$ cat src/rtl/fetch_unit.sv
// IF stage: in-order imem fetch into a small response queue, feeding the IF/ID register.
// Fetch latency gnt->rvalid->queue->IF/ID is 3 cycles; keep holds IF/ID while the queue fills up to its credit.
module fetch_unit #(
    parameter logic [31:0] RESET_PC = 32'h0000_0000,
    parameter int          FQ_DEPTH = 2,
    parameter logic [31:0] NOP_INST = 32'h0000_0013
) (
    input  logic        clk,
    input  logic        rst,
    input  logic        keep,
    input  logic        flush,
    input  logic [31:0] flush_pc,
    input  logic        branch_PC_early_contral,
    input  logic [31:0] branch_PC_early,
    output logic        imem_req,
    output logic [31:0] imem_addr,
    input  logic        imem_gnt,
    input  logic        imem_rvalid,
    input  logic [31:0] imem_rdata,
    output logic [31:0] PC_pype0,
    output logic [31:0] PCp4_pype0,
    output logic [31:0] Instraction_pype,
    output logic        if_bubble
);
    localparam int             PW      = $clog2(FQ_DEPTH);
    localparam int             CW      = PW + 1;
    localparam logic [CW:0]    L_DEPTH = (CW+1)'(FQ_DEPTH);

    logic [31:0]   r_fpc;
    logic [31:0]   r_rpc;
    logic [CW-1:0] r_outst;
    logic [CW-1:0] r_cnt;
    logic [CW-1:0] r_drop;
    logic [PW-1:0] r_wptr;
    logic [PW-1:0] r_rptr;
    logic [31:0]   r_q_pc   [FQ_DEPTH];
    logic [31:0]   r_q_inst [FQ_DEPTH];

    logic          w_redirect;
    logic [31:0]   w_target;
    logic          w_pop;
    logic          w_push;
    logic          w_gnt;
    logic          w_drop;
    logic [CW:0]   w_used;
    logic [CW-1:0] w_outst_nxt;

    assign w_redirect = flush | branch_PC_early_contral;
    assign w_target   = flush ? flush_pc : branch_PC_early;
    assign w_pop      = !w_redirect && !keep && (r_cnt != '0);

    // The slot being popped this cycle is already free, so back-to-back fetch
    // sustains one instruction per cycle with only two credits.
    assign w_used    = {1'b0, r_outst} + {1'b0, r_cnt} - (CW+1)'(w_pop);
    assign imem_req  = rst && (w_used < L_DEPTH);
    assign imem_addr = r_fpc;

    assign w_gnt       = imem_req && imem_gnt;
    assign w_drop      = imem_rvalid && (r_drop != '0);
    assign w_push      = imem_rvalid && (r_drop == '0) && !w_redirect;
    assign w_outst_nxt = r_outst + CW'(w_gnt) - CW'(imem_rvalid);

    always_ff @(posedge clk or negedge rst) begin
        if (!rst) begin
            r_fpc            <= RESET_PC;
            r_rpc            <= RESET_PC;
            r_outst          <= '0;
            r_cnt            <= '0;
            r_drop           <= '0;
            r_wptr           <= '0;
            r_rptr           <= '0;
            PC_pype0         <= '0;
            PCp4_pype0       <= '0;
            Instraction_pype <= NOP_INST;
            if_bubble        <= 1'b1;
        end else begin
            r_outst <= w_outst_nxt;
            if (w_redirect) begin
                // Everything still in flight after this cycle belongs to the old path.
                r_fpc  <= w_target;
                r_rpc  <= w_target;
                r_drop <= w_outst_nxt;
                r_cnt  <= '0;
                r_wptr <= '0;
                r_rptr <= '0;
            end else begin
                if (w_gnt)  r_fpc  <= r_fpc + 32'd4;
                if (w_drop) r_drop <= r_drop - CW'(1);
                if (w_push) begin
                    r_rpc  <= r_rpc + 32'd4;
                    r_wptr <= r_wptr + PW'(1);
                end
                if (w_pop)  r_rptr <= r_rptr + PW'(1);
                r_cnt <= r_cnt + CW'(w_push) - CW'(w_pop);
            end

            if (w_redirect || (!keep && r_cnt == '0)) begin
                PC_pype0         <= '0;
                PCp4_pype0       <= '0;
                Instraction_pype <= NOP_INST;
                if_bubble        <= 1'b1;
            end else if (w_pop) begin
                PC_pype0         <= r_q_pc[r_rptr];
                PCp4_pype0       <= r_q_pc[r_rptr] + 32'd4;
                Instraction_pype <= r_q_inst[r_rptr];
                if_bubble        <= 1'b0;
            end
        end
    end

    always_ff @(posedge clk) begin
        if (w_push) begin
            r_q_pc[r_wptr]   <= r_rpc;
            r_q_inst[r_wptr] <= imem_rdata;
        end
    end

    a_rvalid_has_owner: assert property (@(posedge clk) disable iff (!rst)
        imem_rvalid |-> (r_outst != '0));

endmodule

$ cat config.mk
export PLATFORM = sky130hd
export DESIGN_NAME = fetch_unit
export DESIGN_NICKNAME = d
export VERILOG_FILES = /design/src/rtl/fetch_unit.sv
export SDC_FILE = /design/constraint.sdc
export NUM_CORES = 1
export LEC_CHECK = 0
export ABC_CLOCK_PERIOD_IN_PS = 5600
export BUFFER_PORTS_ARGS = -buffer_cell sky130_fd_sc_hd__buf_2
export CAP_MARGIN = 20
export CORE_MARGIN = 5
export CORE_UTILIZATION = 50
export CTS_CLUSTER_DIAMETER = 30
export DETAILED_ROUTE_END_ITERATION = 6
export PLACE_DENSITY = 0.73
export SYNTH_ARGS = -nofsm -noshare
export SYNTH_HDL_FRONTEND = slang
export SYNTH_SLANG_ARGS = --single-unit
$ cat constraint.sdc
create_clock -name clk -period 5.6 [get_ports clk]
set_clock_uncertainty 0.05 [all_clocks]
set_input_delay 0 -clock clk [delete_from_list [all_inputs] [get_ports clk]]
set_output_delay 0 -clock clk [all_outputs]
set_load 0.005 [all_outputs]
==> run_results.csv <==
group,metric,value,unit
floorplan,io_pins,233,
detailed_routing,viasPerCell,5.64,
cells_and_area,fin_cells,1949,
detailed_routing,dr.pass1.iters,6,
detailed_routing,wl_per_cell,18.7,um
placement,hpwl,23000,um
sta,grt_setup_unrepaired,"no",
sta,setup_tns,0,ps
critical_path,r2r_slack,2020,ps
sta,relSlewSlack,29.4,%
cells_and_area,postLayoutCoreUtil,68.4,%
sta,hold_violations,0,
critical_path,arrival,4080,ps
cts,clk_pin_slew_worst_paths,40,ps
detailed_routing,drc,0,
pwr,p_int,0.00498,W
pwr,vdd_drop_max,0.334,mV
cts,ctsHtreeMaxLevel,2,
yosys,synth_area_per_cell,10.9,sq um
floorplan,start_util,50.7,%
global_route,overflow,0,
floorplan,rows,59,
yosys,synth-async-reset-ratio,56.3,%
cells_and_area,nFillCells,1938,
yosys,syn_area,0.0132,sq mm
yosys,synth.area.mux_share,4.87,%
yosys,synth_top_area_share,30.6,%
critical_path,crit_fanout,19,
global_route,grt_use_total,24.4,%
critical_path,crit_end,"imem_addr[20]",
detailed_routing,antenna_left,0,
yosys,yosysWarnings,0,
hold_path,hold_class,"in2reg",
yosys,synth_commonest_cells,"177 x nand2_1, 161 x dfrtp_1, 128 x edfxtp_1",
sta,tightest_slew,1060,ps
job,max-cap-violations,0,
detailed_routing,drtIter0Drc,869,
floorplan,die_y,172,um
cts,clk_path_buf_depth,3,
critical_path,worst_r2r_endpoint,"imem_addr[20]",
cells_and_area,drive_gt1_share,22.9,%
pwr,powerDensity,370,mW/mm^2
yosys,synth_top_family_by_area,"simple AND/OR/NAND/NOR gates",
critical_path,reg2reg_depth,10,
sta,period_share,66.0,%
yosys,synth_xor_xnor_area_share,2.66,%
yosys,netlist_top_cells_area,"dfrtp_1 31%, edfxtp_1 29%, nand2_1 5.0%, a21oi_1 4.8%, mux2i_1 4.8%",
sta,setup_viol,0,
yosys,post_synth_inst_count,1210,
cells_and_area,final_cell_area,0.0178,sq mm
cells_and_area,area_growth,34.9,%
cts,cts_buffers,58,
cells_and_area,num-nets-final,1679,
yosys,synthAdderAreaFrac,1.01,%
global_route,antenna_found_initial,0,
floorplan,die_w,172,um
yosys,synth_nets,1323,
sta,min_period,3690,ps
yosys,synth-edff-count,128,
critical_path,path_class,"in2reg",
global_route,grt_max_degree,93,
detailed_routing,wirelength,36500,um
yosys,yosysUniqueCellTypes,60,
cts,cts_root_buf,"clkbuf_16",
yosys,synthSimpleGateAreaFrac,14.6,%
placement,dp.cells,1724,
cts,clock_latency,560,ps
yosys,synthMostInstantiatedCell,"nand2_1",
pwr,p_seq_share,37.8,%
status,outcome,"complete, no violations",
pwr,leakagePower,7.46,nW
cts,cts_tree,"built",
yosys,synth-seq-cells,293,
placement,port_buffers,232,
yosys,synth_compound_area_share,13.4,%
sta,maxSlewViolCount,0,
critical_path,worstSetupEndpointType,"flip-flop",
cells_and_area,antenna_cells,0,
global_route,grt_pass1_wl,57700,um
yosys,synth_top_flop_cell,"dfrtp_1",
pwr,sw_frac_of_total,24.2,%
critical_path,worstReg2RegStart,"r_cnt[0]",
pwr,p_switching,0.00159,W
placement,dpl_cell_area,0.0145,sq mm
floorplan,core_area,0.0260,sq mm
sta,timing.fmax,271,MHz
floorplan,die_area,0.0297,sq mm
placement,gp_congestion,0.905,
critical_path,critPathLaunch,"branch_PC_early_contral",
global_route,grt_pass1_vias,11000,
detailed_routing,vias,11000,
pwr,combPwrFrac,8.9,%
pwr,pwr-share-clk,53.2,%
cts,postCtsResizedCells,0,
critical_path,crit_required,5990,ps
yosys,seq_area_frac_synth,60.6,%
cts,clkSinkCount,293,
critical_path,start_kind,"input pin",
yosys,yosysTopAreaCell,"dfrtp_1",
==> registers in the layout (all words and copies together), names as in the netlist <==
register          count
r_q_inst             64
r_rpc                31
r_rptr                1
Instraction_pype     32
r_drop                2
r_outst               2
r_wptr                1
r_cnt                 2
if_bubble             1
imem_addr            31
PCp4_pype0           30
r_q_pc               64
PC_pype0             32
==> metrics by stage <==
step | hold WS (ps) | power [W] | setup WS (ps)
after CTS | 1.74 | 0.00659 | 2010
final | 15.3 | 0.00656 | 1910
after global placement | -162 | 0.00299 | 2180
after global routing | 24.5 | 0.00680 | 1650
after detailed placement | -158 | 0.00300 | 2080
after floorplan | -346 | 0.00279 | 999
==> power groups by stage <==
stage	combinational, W	clock (W)	sequential, W
5_1_grt	0.000652	0.00366	0.00250
3_3_place_gp	0.000478	0	0.00251
3_5_place_dp	0.000489	0	0.00251
6_report	0.000587	0.00349	0.00248
2_1_floorplan	0.000303	0	0.00248
4_1_cts	0.000576	0.00354	0.00248
==> critical path: stages <==
cell and delay, ps:
dlygate4sd3_1 540, buf_2 160, or2_2 440, nor4_1 390
o21ai_0 200, fa_1 400, xor2_1 180, and4_1 290
inv_2 300, nand2_2 320, a21oi_1 220, a21oi_1 50
dlygate4sd3_1 560
==> final cells by class <==
type | count | area [sq um] | area share (%)
Sequential cell | 293 | 7980 | 44.9
Multi-Input combinational cell | 835 | 4840 | 27.2
Timing Repair Buffer | 358 | 2420 | 13.6
Clock buffer | 66 | 1550 | 8.74
Clock inverter | 42 | 472 | 2.66
Tap cell | 335 | 419 | 2.36
Inverter | 20 | 75.1 | 0.423
==> cells by family (layout without fill, tap and decap cells) <==
logic type,Yosys count,in the layout
buffers and inverters,82,486
and+or+nand+nor,395,395
muxes,64,64
xor gates and xnor gates,40,40
AOI/OAI and AO/OA,326,326
DFF,293,293
adders and majority gates,10,10
==> per-layer routing <==
| layer | GRT usage (%) | vias up | part of all wire (%) |
|---|---|---|---|
| li1 | - | 5118 | - |
| met1 | 34.1 | 5274 | 42 |
| met2 | 37.8 | 527 | 46 |
| met3 | 6.24 | 74 | 9.3 |
| met4 | 7.52 | 0 | 2.2 |
| met5 | 0 | - | 0 |
==> how the worst min path moves through the flow <==
stage	startpoint	end	slack [ps]	depth (start not counted)
after floorplan	rst	Instraction_pype[10]	-350	0
after global placement	rst	Instraction_pype[13]	-160	1
after detailed placement	rst	Instraction_pype[9]	-160	1
after CTS	branch_PC_early[30]	imem_addr[30]	2	4
after global routing	flush_pc[9]	r_rpc[9]	20	6
final	branch_PC_early[30]	imem_addr[30]	20	4
==> placed cells by master (no fill, tap or decap), types with 6 or more instances in the layout <==
cell,synthesis,layout
nand4_1,17,17
ha_1,9,9
clkinv_2,0,14
o21ai_1,56,56
edfxtp_1,128,128
buf_4,14,9
dfrtp_1,161,160
o31ai_1,14,14
bufinv_16,0,8
nor2_1,54,52
nand2_1,177,176
nand3b_1,7,7
clkbuf_16,0,59
inv_1,18,18
buf_2,5,231
nand3_1,47,47
and4_1,6,6
nor3_1,7,7
o21ai_0,101,101
mux2i_1,63,63
xnor2_1,23,23
and2_1,9,8
and3_1,39,38
inv_6,0,6
xor2_1,17,17
dlygate4sd3_1,0,116
a21oi_1,126,126
==> repair_timing <==
action | CTS | global route
hold buffers | 116 | 0
setup buffers | 0 | 0
endpoints found under the hold margin | 299 | 0
Note: power is estimated with default switching activity, not from simulation.
